===== src/rtl/cvp14_pkg.sv =====
// ---------------------------------------------------------------------------
// cvp14_pkg
// Shared definitions for the CVP14 processor: instruction opcodes, vector
// geometry (element count/width), memory address width, vector register
// index width and the state encoding of the vector load/store unit.
// No ports; imported by the load/store unit and its address generator.
// ---------------------------------------------------------------------------
package cvp14_pkg;

    // Vector geometry and bus widths
    localparam int NUM_ELEM = 16;
    localparam int ELEM_W   = 16;
    localparam int ADDR_W   = 16;
    localparam int VREG_AW  = 3;
    localparam int VEC_W    = NUM_ELEM * ELEM_W;

    // Instruction opcodes
    localparam logic [3:0] OP_VADD = 4'b0000;
    localparam logic [3:0] OP_VDOT = 4'b0001;
    localparam logic [3:0] OP_SMUL = 4'b0010;
    localparam logic [3:0] OP_SST  = 4'b0011;
    localparam logic [3:0] OP_VLD  = 4'b0100;
    localparam logic [3:0] OP_VST  = 4'b0101;
    localparam logic [3:0] OP_SLL  = 4'b0110;
    localparam logic [3:0] OP_SLH  = 4'b0111;
    localparam logic [3:0] OP_J    = 4'b1000;
    localparam logic [3:0] OP_NOP  = 4'b1111;

    // Vector load/store sequencer states
    typedef enum logic [2:0] {
        IDLE     = 3'd0,
        LD_ISSUE = 3'd1,
        LD_DRAIN = 3'd2,
        LD_WB    = 3'd3,
        ST_ISSUE = 3'd4,
        ST_DONE  = 3'd5
    } ldst_state_e;

endpackage


===== src/rtl/ldst_addr_gen.sv =====
// ---------------------------------------------------------------------------
// ldst_addr_gen
// Element address generator for the vector load/store unit. Latches the
// element-0 base address when a request is accepted and steps through the
// sixteen element addresses (base+k, wrapping modulo 2^ADDR_W) while the
// parent is issuing. The address output is registered and returns to zero
// after the last element.
//
// Ports:
//   clk      in   clock, rising edge
//   rst_n    in   asynchronous active-low reset
//   load     in   request accepted this cycle: latch base_in
//   base_in  in   element-0 address
//   advance  in   an element is being issued this cycle
//   addr     out  registered address of the element currently issued
//   last     out  the element issued this cycle is the final one
// ---------------------------------------------------------------------------
module ldst_addr_gen
    import cvp14_pkg::*;
(
    input  logic              clk,
    input  logic              rst_n,
    input  logic              load,
    input  logic [ADDR_W-1:0] base_in,
    input  logic              advance,
    output logic [ADDR_W-1:0] addr,
    output logic              last
);

    logic [ADDR_W-1:0] base_q;
    logic [4:0]        cnt;
    logic [4:0]        cnt_inc;

    assign cnt_inc = cnt + 5'd1;
    assign last    = advance && (cnt == 5'(NUM_ELEM - 1));

    // The address register is preloaded with the base so element 0 appears
    // in the first issue cycle; later elements are base plus the incremented
    // count, letting the adder wrap naturally at the top of the address space.
    always_ff @(posedge clk or negedge rst_n) begin
        if (!rst_n) begin
            base_q <= '0;
            cnt    <= '0;
            addr   <= '0;
        end else if (load) begin
            base_q <= base_in;
            cnt    <= '0;
            addr   <= base_in;
        end else if (advance) begin
            if (last) begin
                cnt  <= '0;
                addr <= '0;
            end else begin
                cnt  <= cnt_inc;
                addr <= base_q + ADDR_W'(cnt_inc);
            end
        end
    end

endmodule


===== src/rtl/vector_ldst_unit.sv =====
// ---------------------------------------------------------------------------
// vector_ldst_unit
// Memory-side execution stage for the CVP14 VLD/VST instructions. A request
// from the decoder is sequenced into sixteen 16-bit element transfers on the
// processor memory bus. Loads gather the returned elements into a 256-bit
// vector and write it to the vector register file in one cycle; stores
// stream the latched source vector out element by element. All outputs are
// driven from flops.
//
// Ports:
//   Clk1         in   clock, rising edge
//   Reset        in   asynchronous active-low reset (aborts any operation)
//   start        in   one-cycle request, ignored while busy
//   is_store     in   0 = VLD, 1 = VST (sampled with start)
//   base_addr    in   element-0 address (sampled with start)
//   vreg_dst     in   VLD destination register (sampled with start)
//   st_data      in   VST source vector (sampled with start)
//   busy         out  operation in progress
//   done         out  one-cycle completion pulse
//   Addr         out  memory address
//   RD           out  memory read strobe
//   WR           out  memory write strobe
//   dataOut      out  store data, valid while WR=1
//   DataIn       in   read data, valid the cycle after the RD cycle
//   vrf_wr_en    out  vector register file write enable
//   vrf_wr_dst   out  vector register file write destination
//   vrf_wr_data  out  assembled load vector
// ---------------------------------------------------------------------------
module vector_ldst_unit
    import cvp14_pkg::*;
(
    input  logic               Clk1,
    input  logic               Reset,
    input  logic               start,
    input  logic               is_store,
    input  logic [ADDR_W-1:0]  base_addr,
    input  logic [VREG_AW-1:0] vreg_dst,
    input  logic [VEC_W-1:0]   st_data,
    output logic               busy,
    output logic               done,
    output logic [ADDR_W-1:0]  Addr,
    output logic               RD,
    output logic               WR,
    output logic [ELEM_W-1:0]  dataOut,
    input  logic [ELEM_W-1:0]  DataIn,
    output logic               vrf_wr_en,
    output logic [VREG_AW-1:0] vrf_wr_dst,
    output logic [VEC_W-1:0]   vrf_wr_data
);

    ldst_state_e        state;
    ldst_state_e        next_state;
    logic               accept;
    logic               issuing;
    logic               last;
    logic [VREG_AW-1:0] dst_q;
    logic [VEC_W-1:0]   st_shift;
    logic               cap_pending;
    logic [3:0]         cap_cnt;
    logic [VEC_W-1:0]   elem_buf;

    assign accept      = (state == IDLE) && start;
    assign issuing     = (state == LD_ISSUE) || (state == ST_ISSUE);
    assign vrf_wr_data = elem_buf;

    ldst_addr_gen u_addr_gen (
        .clk     (Clk1),
        .rst_n   (Reset),
        .load    (accept),
        .base_in (base_addr),
        .advance (issuing),
        .addr    (Addr),
        .last    (last)
    );

    // State register
    always_ff @(posedge Clk1 or negedge Reset) begin
        if (!Reset) begin
            state <= IDLE;
        end else begin
            state <= next_state;
        end
    end

    // Next-state logic; start is only looked at in IDLE, so a request that
    // arrives while busy is dropped without touching the latched request.
    always_comb begin
        next_state = state;
        case (state)
            IDLE:     if (start) next_state = is_store ? ST_ISSUE : LD_ISSUE;
            LD_ISSUE: if (last) next_state = LD_DRAIN;
            LD_DRAIN: next_state = LD_WB;
            LD_WB:    next_state = IDLE;
            ST_ISSUE: if (last) next_state = ST_DONE;
            ST_DONE:  next_state = IDLE;
            default:  next_state = IDLE;
        endcase
    end

    // Control outputs are registered from the next state so they line up
    // with the state they describe.
    always_ff @(posedge Clk1 or negedge Reset) begin
        if (!Reset) begin
            busy       <= 1'b0;
            RD         <= 1'b0;
            WR         <= 1'b0;
            done       <= 1'b0;
            vrf_wr_en  <= 1'b0;
            vrf_wr_dst <= '0;
        end else begin
            busy       <= (next_state != IDLE);
            RD         <= (next_state == LD_ISSUE);
            WR         <= (next_state == ST_ISSUE);
            done       <= (next_state == LD_WB) || (next_state == ST_DONE);
            vrf_wr_en  <= (next_state == LD_WB);
            vrf_wr_dst <= (next_state == LD_WB) ? dst_q : '0;
        end
    end

    // Store data path: element 0 goes straight to dataOut on accept, the
    // rest of the vector is held in a shift register and peeled off one
    // element per issue cycle. dataOut is zero whenever WR is low.
    always_ff @(posedge Clk1 or negedge Reset) begin
        if (!Reset) begin
            dataOut  <= '0;
            st_shift <= '0;
            dst_q    <= '0;
        end else begin
            if (accept && !is_store) begin
                dst_q <= vreg_dst;
            end
            if (accept && is_store) begin
                dataOut  <= st_data[ELEM_W-1:0];
                st_shift <= st_data >> ELEM_W;
            end else if ((state == ST_ISSUE) && !last) begin
                dataOut  <= st_shift[ELEM_W-1:0];
                st_shift <= st_shift >> ELEM_W;
            end else begin
                dataOut <= '0;
            end
        end
    end

    // Load capture: read data trails the RD cycle by one, so a delayed copy
    // of RD marks the cycles in which DataIn holds the next element.
    always_ff @(posedge Clk1 or negedge Reset) begin
        if (!Reset) begin
            cap_pending <= 1'b0;
            cap_cnt     <= '0;
            elem_buf    <= '0;
        end else begin
            cap_pending <= RD;
            if (accept) begin
                cap_cnt <= '0;
            end else if (cap_pending) begin
                elem_buf[int'(cap_cnt) * ELEM_W +: ELEM_W] <= DataIn;
                cap_cnt <= cap_cnt + 4'd1;
            end
        end
    end

endmodule


===== config.mk =====
export PLATFORM = sky130hd
export DESIGN_NAME = vector_ldst_unit
export DESIGN_NICKNAME = d
export VERILOG_FILES = /design/src/rtl/cvp14_pkg.sv /design/src/rtl/ldst_addr_gen.sv /design/src/rtl/vector_ldst_unit.sv
export SDC_FILE = /design/constraint.sdc
export NUM_CORES = 1
export LEC_CHECK = 0
export ABC_AREA = 1
export BUFFER_PORTS_ARGS = -buffer_cell sky130_fd_sc_hd__buf_2
export CAP_MARGIN = 20
export CORE_ASPECT_RATIO = 0.6
export CORE_MARGIN = 2
export CORE_UTILIZATION = 59
export CTS_CLUSTER_SIZE = 40
export DETAILED_ROUTE_END_ITERATION = 7
export GPL_TIMING_DRIVEN = 1
export PLACE_DENSITY_LB_ADDON = 0.15
export SLEW_MARGIN = 20
export SYNTH_ARGS = -nofsm -noshare
export SYNTH_HDL_FRONTEND = slang
export SYNTH_SLANG_ARGS = --single-unit

===== constraint.sdc =====
create_clock -name Clk1 -period 3.9 [get_ports Clk1]
set_input_delay 0.39 -clock Clk1 [delete_from_list [all_inputs] [get_ports Clk1]]
set_output_delay 0.39 -clock Clk1 [all_outputs]
set_load 0.03 [all_outputs]

==> impl_results.md, run 1 <==
* Final setup vio count at 0
* DIE HEIGHT at 165.7 µm
* Multi-input combinational cell area at between 0.01 and 0.015 mm²
* Slew Viols, Final at 0
* # DRC at 0
* # IOs at slightly below 600
* Initial DRC Count at around 3.4k
* Vias per Instance at approximately 5.9
* Clock skew at approximately 0.021 ns
* Crit-path slowest cell: nand2_1
* Routed vias at about 25k
* Fin area at about 0.031 mm²
* Setup_tns at 0 ns
* Top-count cell post-synth: nand2_1
* Initial antenna violation count at 27
* Largest net degree at the start of global routing at ~190
* Commonest cells post-synth: 1136 x nand2_1, 666 x nand3_1, 568 x dfrtp_1, 172 x clkbuf_1, 146 x o21ai_0
* Period utilisation layout at 0.9220
* # rows at 59
* Nets@finish at 3952
* Number of fill cells at between 3k and 4k
* Critical path capture point type: flop
* TritonCTS clock tree: built
* H-tree lvl count at 2
* Vias in the first global route at between 20k and 25k
* Routability cong. at between 0.9 and 1
* Synth Net Count at 3482
* Post-synth top area share at 0.5528
* Synth async-reset ratio at 1.000
* Max incr delay on CP at 0.81 ns
* Post-Syn Area at ~0.026 mm²
* Num CTS Buffers at approximately 50
* Yosys top cell by area: dfrtp_1
* Core area at approximately 0.043 mm²
* Post-Synthesis Cells at around 3.2k
* R2R depth at 7
* Maximum VDD drop at around 0.77 mV
* Worst Tran Pin Value at approximately 1.1 ns
* Worst-path maximum fanout at between 80 and 90
* PwrDens at 709.4 mW/mm²
* Number of post-CTS setup repair buffers at 0
* Starting Density at 0.5954
* Crit path top cell by count: nand2_1
* Post-synthesis cell type count at 35
* Startpoint types: flop
* Tmin final at 3.596 ns
* Port buffer count at 590
* Seq/Total Area, Yosys at 0.5528
* Max-cap check violation count at 0
* WL/cell at between 20 and 25 µm
* Layout cells sized above 1 at 0.2085
* Worst endpoint required time at around 4.4 ns
* Instance count on the critical path at 7
* Cts hold-fix bufs at 12
* Crit-path cells: nor3_1 -> ha_4 -> buf_4 -> nand2_1 -> nor2_1 -> nand2_1 -> nand2_1
* Post-synth EDFFs at 0
* Clock Path Buffers at 3
* Area of placed instances at 0.02903 mm²
* Crit path DAT at about 4.1 ns
* First-pass DRT Iterations at 6
* CTS clk-pin slew, worst paths at ~0.07 ns
* Area occupied by registers at between 0.01 and 0.015 mm²
* Area Overhead vs Synth at 20.20%
* Synth top area cells: dfrtp_1 55%, nand2_1 17%, nand3_1 13%
* Post-CTS Resized at 0
* Flops & latches, synth at about 570
* TritonCTS Sinks at between 500 and 600
* Leakage at 16.80 nW
* Die width at 273.5 µm
* Unrepaired setup endpoints after global routing: false
* Hold path depth at 3
* Fmax at about 0.28 GHz
* Clock Tree Root: clkbuf_16
* Status: complete, no violations
* Global-route wire length before repair at approximately 140000 µm
* WL final at between 80000 and 90000 µm
* Slew headroom at 0.2694
* CP bufs+invs at 1
* Total GRT Usage at 0.3823
* Delay-heaviest family, CP: simple AND/OR/NAND/NOR gates
* Worst hold-check path type: primary input to flop
* Syn_area_per_cell at about 8.1 µm²
* Die area at ~0.045 mm²
* Ys flop type: dfrtp_1
* Dpl hpwl at roughly 61000 µm
* Congestion Overflow GR at 0
* Worst-Skew Late Latency at 0.59 ns
* Setup CP Type: flop to flop
* Final ANT Viol Nets at 0
* YS warnings at 0
* Final Hold Viols at 0
area by class of cell:
class / instances / area share
diodes: 28 / 0.002267
clock buffers: 69 / 0.04671
clock inverters: 22 / 0.007813
inverters: 70 / 0.008825
multi-input cells: 2307 / 0.3355
flip-flops and latches: 568 / 0.4599
well taps: 579 / 0.02344
repair buffers: 647 / 0.1155
layer usage:
layer,track usage,routed length (µm),vias up
li1,-,-,11410
met1,0.5692,37170,12250
met2,0.5362,37520,1245
met3,0.08380,8285,237
met4,0.1758,4247,0
met5,0,0,-
cells in the final DEF, fill, tap and decap left out, types with 33 or more instances in the layout:
cell	instances
nand2_1	1135
nand3_1	666
inv_1	61
dfrtp_1	568
o21ai_0	146
nor3_1	139
clkbuf_16	51
nor2_1	97
buf_2	589
buf_4	33
through the flow:
stage	total power [W]	worst slack, ns	hold slack [ns]	instances	utilization
after detailed placement	0.01654	0.4602	0.4532	4159	0.6722
after global routing	0.02319	0.1067	0.01877	4289	0.7157
after CTS	0.02174	0.4223	0.0001789	4262	0.7140
after floorplan	0.01406	1.311	0.09441	3175	-
final	0.02193	0.3044	0.01509	4290	0.7157
after global placement	0.01629	0.5785	0.4479	4159	0.6722
power by group:
| group | total, W | internal [W] | switching, W |
|---|---|---|---|
| combinational | 0.00830 | 0.00223 | 0.00608 |
| sequential | 0.00841 | 0.00745 | 0.000968 |
| clock | 0.00521 | 0.00292 | 0.00229 |
worst paths after layout:
path                                        from  slack [ns]          endpoint
worst max-delay path                  cap_cnt[2]        0.30  vrf_wr_data[122]
worst min-delay path                  st_data[1]        0.02        dataOut[1]
worst max register to register        cap_cnt[2]        0.30  vrf_wr_data[122]
worst min register to register  vrf_wr_data[150]        0.47  vrf_wr_data[150]
max in group asynchronous                  Reset        2.23   vrf_wr_data[80]
min in group asynchronous                  Reset        0.41     st_shift[166]
cells by family (layout without fill, tap and decap cells):
kind of cell,after synthesis,after routing,synth area share
and+or+nand+nor,2103,2103,0.3529
DFF,568,568,0.5528
buffers and inverters,300,808,0.04584
AOI/OAI and AO/OA,186,186,0.03966
adders and majority gates,12,12,0.006131
xor gates and xnor gates,5,5,0.002288
muxes,1,1,0.0004379
other,0,28,0
registers in the layout (all words and copies together) (netlist names):
signal / flops
u_addr_gen.addr: 16
state: 3
vrf_wr_en: 1
vrf_wr_dst: 3
vrf_wr_data: 256
u_addr_gen.base_q: 16
cap_cnt: 4
WR: 1
RD: 1
done: 1
cap_pending: 1
st_shift: 240
dataOut: 16
busy: 1
u_addr_gen.cnt: 5
dst_q: 3
tightest hold or removal path: stages:
cell     delay, ns
buf_2         0.07
nand2_1       0.05
nand2_1       0.05
No activity file was read; power rests on OpenSTA's default activity.
==> run 2, diff against run 1 <==
- CORE_UTILIZATION: 59 -> 54
- clock period: 3.9 -> 3.33 ns (I/O delays scaled with it)
==> run 2 against run 1 <==
  * Register-to-register slack gained 0.02 ns
  * Clock power rose by 19%
  * Sequential power rose by 18%
  * Largest power group is now combinational logic
  * Global-route usage shrank 0.40 points
  * Core utilization fell by 0.41 points
  * Critical endpoint is now vrf_wr_data[220]
  * Sequential share of layout area decreased by 3.2 points
  * Clock skew decreased by 0.0039 ns
  * Combinational power increased by 23%
  * Flip-flop and latch count unchanged
==> impl_results.md, run 2 (synthesized netlist as in run 1, its figures left out) <==
* Status: complete, no violations
* Met3 usage at 0.08813 (+0.004322)
* CTS clk-pin slew, worst paths at 0.06 ns (about the same)
* R2R depth at 7 (unchanged)
* CP bufs+invs at 1 (unchanged)
* Max incr delay on CP at 0.67 ns (-0.14 ns)
* Port buffer count at 590 (unchanged)
* Worst hold-check path type: primary input to flop
* Routability cong. at 0.9818 (+3.1%)
* Routed vias at 26.72k (+6.3%)
* Unrepaired setup endpoints after global routing: false
* Crit path DAT at 3.52 ns (-0.60 ns)
* Die area at 0.04944 mm² (+9.1%)
* Hold path depth at 3 (unchanged)
* Pre-CTS setup slack at 0.4652 ns (+0.004965 ns)
* # DRC at 0 (unchanged)
* Final Hold Viols at 0 (unchanged)
* Clock skew at 0.01755 ns (-0.003865 ns)
* First-pass DRT Iterations at 6 (unchanged)
* Fin area at 0.03318 mm² (+7.4%)
* Number of fill cells at 3614 (+4.2%)
* Slew Viols, Final at 0 (unchanged)
* Setup slack after layout at 0.3256 ns (+0.02123 ns)
* Clock Tree Root: clkbuf_16
* Die width at 285.7 µm (+4.5%)
* Post-CTS Resized at 0 (unchanged)
* Worst-Skew Late Latency at 0.59 ns (about the same)
* Worst endpoint required time at 3.84 ns (-0.58 ns)
* Max-cap check violation count at 0 (unchanged)
* Crit-path slowest cell: nor2_2
* Tmin final at 3.004 ns (-0.5912 ns)
* Startpoint types: flop
* Total GRT Usage at 0.3783 (-0.003973)
* Area occupied by registers at 0.01421 mm² (unchanged)
* # IOs at 591 (unchanged)
* Instance count on the critical path at 7 (unchanged)
* Critical path capture point type: flop
* Slew headroom at 0.3710 (+0.1016)
* Placed Cells at 4226 (+1.6%)
* Period utilisation layout at 0.9022 (-0.01974)
* Vias per Instance at 5.874 (+0.25%)
* Final Instance Count excl. Fillers at 4549 (+6.0%)
* Setup CP Type: flop to flop
* Met1 usage at 0.5306 (-0.03859)
* Leakage at 17.75 nW (+5.7%)
* Fmax at 0.3328 GHz (+20%)
* Congestion Overflow GR at 0 (unchanged)
* Dpl hpwl at 63120 µm (+4.3%)
* Crit-path cells: inv_1 -> ha_1 -> a21oi_1 -> nand4_1 -> nor2_2 -> nand2_1 -> nand2_1
* Nets@finish at 4178 (+5.7%)
* Final setup vio count at 0 (unchanged)
* Final ANT Viol Nets at 0 (unchanged)
* Layout cells sized above 1 at 0.1998 (-0.008730)
* Crit path top cell by count: nand2_1
* Grt met2 use at 0.5478 (+0.01168)
* TritonCTS clock tree: built
* Starting Density at 0.5514 (-0.04403)
* TritonCTS Sinks at 568 (unchanged)
* Commonest cells after routing, fill and taps aside: 1135 x nand2_1, 666 x nand3_1, 589 x buf_2
* Hold WS at 0.01003 ns (-0.005063 ns)
* Vias in the first global route at 25.65k (+7.3%)
* Num CTS Buffers at 53 (+3.9%)
* Area of placed instances at 0.02923 mm² (+0.69%)
* Clock Path Buffers at 3 (unchanged)
* Worst Tran Pin Value at 0.9434 ns (-0.1524 ns)
* Multi-input combinational cell area at 0.01037 mm² (unchanged)
* Area Overhead vs Synth at 29.05%
* Most used routing layer: met2
* Core area at 0.04663 mm² (+8.0%)
* DIE HEIGHT at 173.0 µm (+4.4%)
* Initial DRC Count at 3455 (+0.79%)
* Most common cell after layout, fill and taps aside: nand2_1
* Delay-heaviest family, CP: simple AND/OR/NAND/NOR gates
* Maximum VDD drop at 0.7890 mV (+2.2%)
* Global-route wire length before repair at 146400 µm (+7.8%)
* Largest register FFs at 256 (unchanged)
* Largest net degree at the start of global routing at 177 (-5.3%)
* Worst-path maximum fanout at 16 (-80%)
* WL final at 95340 µm (+9.3%)
* Initial antenna violation count at 9 (-67%)
* PwrDens at 792.7 mW/mm² (+12%)
* WL/cell at 20.96 µm (+3.1%)
* H-tree lvl count at 2 (unchanged)
* # rows at 61 (+3.4%)
* Setup_tns at 0 ns (unchanged)
==> run 2: changes by cell type in the layout (fill, tap and decap cells not counted), moves of 4 or more <==
cell / change
clkbuf_1: +5
clkinv_2: -5
buf_4: +15
dlygate4sd3_1: +208
clkbuf_16: +4
diode_2: -18
==> run 2: tightest hold or removal path, delay by kind of cell <==
| family | cells | cell delay (ns) |
|---|---|---|
| buffers and inverters | 1 | 0.08 |
| AND/OR/NAND/NOR | 2 | 0.14 |
==> run 2: final timing paths <==
| path | start | end | slack, ns |
|---|---|---|---|
| worst max register to register | cap_cnt[0] | vrf_wr_data[220] | 0.33 |
| max in group asynchronous | Reset | st_shift[205] | 1.78 |
| min in group asynchronous | Reset | st_shift[225] | 0.34 |
| worst min-delay path | st_data[211] | st_shift[195] | 0.01 |
| worst min register to register | RD | cap_pending | 0.39 |
| worst max-delay path | cap_cnt[0] | vrf_wr_data[220] | 0.33 |
==> run 2: per-layer routing <==
| layer | part of all wire | vias to the layer above |
|---|---|---|
| li1 | - | 11860 |
| met1 | 0.41 | 12830 |
| met2 | 0.43 | 1641 |
| met3 | 0.098 | 391 |
| met4 | 0.063 | 0 |
| met5 | 0 | - |
==> run 2: metrics by stage <==
stage / power [W] / utilization
after floorplan: 0.01646 / -
after detailed placement: 0.01950 / 0.6268
after global placement: 0.01919 / 0.6267
after global routing: 0.02770 / 0.7115
final: 0.02631 / 0.7116
after CTS: 0.02590 / 0.7110
==> run 2: power by group <==
| group | switching [W] | internal, W |
|---|---|---|
| Sequential | 0.00121 | 0.00872 |
| Clock | 0.00272 | 0.00349 |
| Combinational | 0.00732 | 0.00284 |
==> run 2: layout make-up <==
cell class	instances	share of cell area
sequential	568	0.4283
multi-input combinational	2307	0.3125
timing repair buffer	871	0.1744
clock buffer	75	0.04585
tap	630	0.02375
inverter	70	0.008220
clock inverter	18	0.006184
antenna	10	0.0007541
==> run 2: timing repair <==
item | CTS | global route
setup buffers | 0 | 0
hold buffers | 220 | 0
hold endpoints to repair | 302 | 0
setup endpoints to repair | 0 | 0
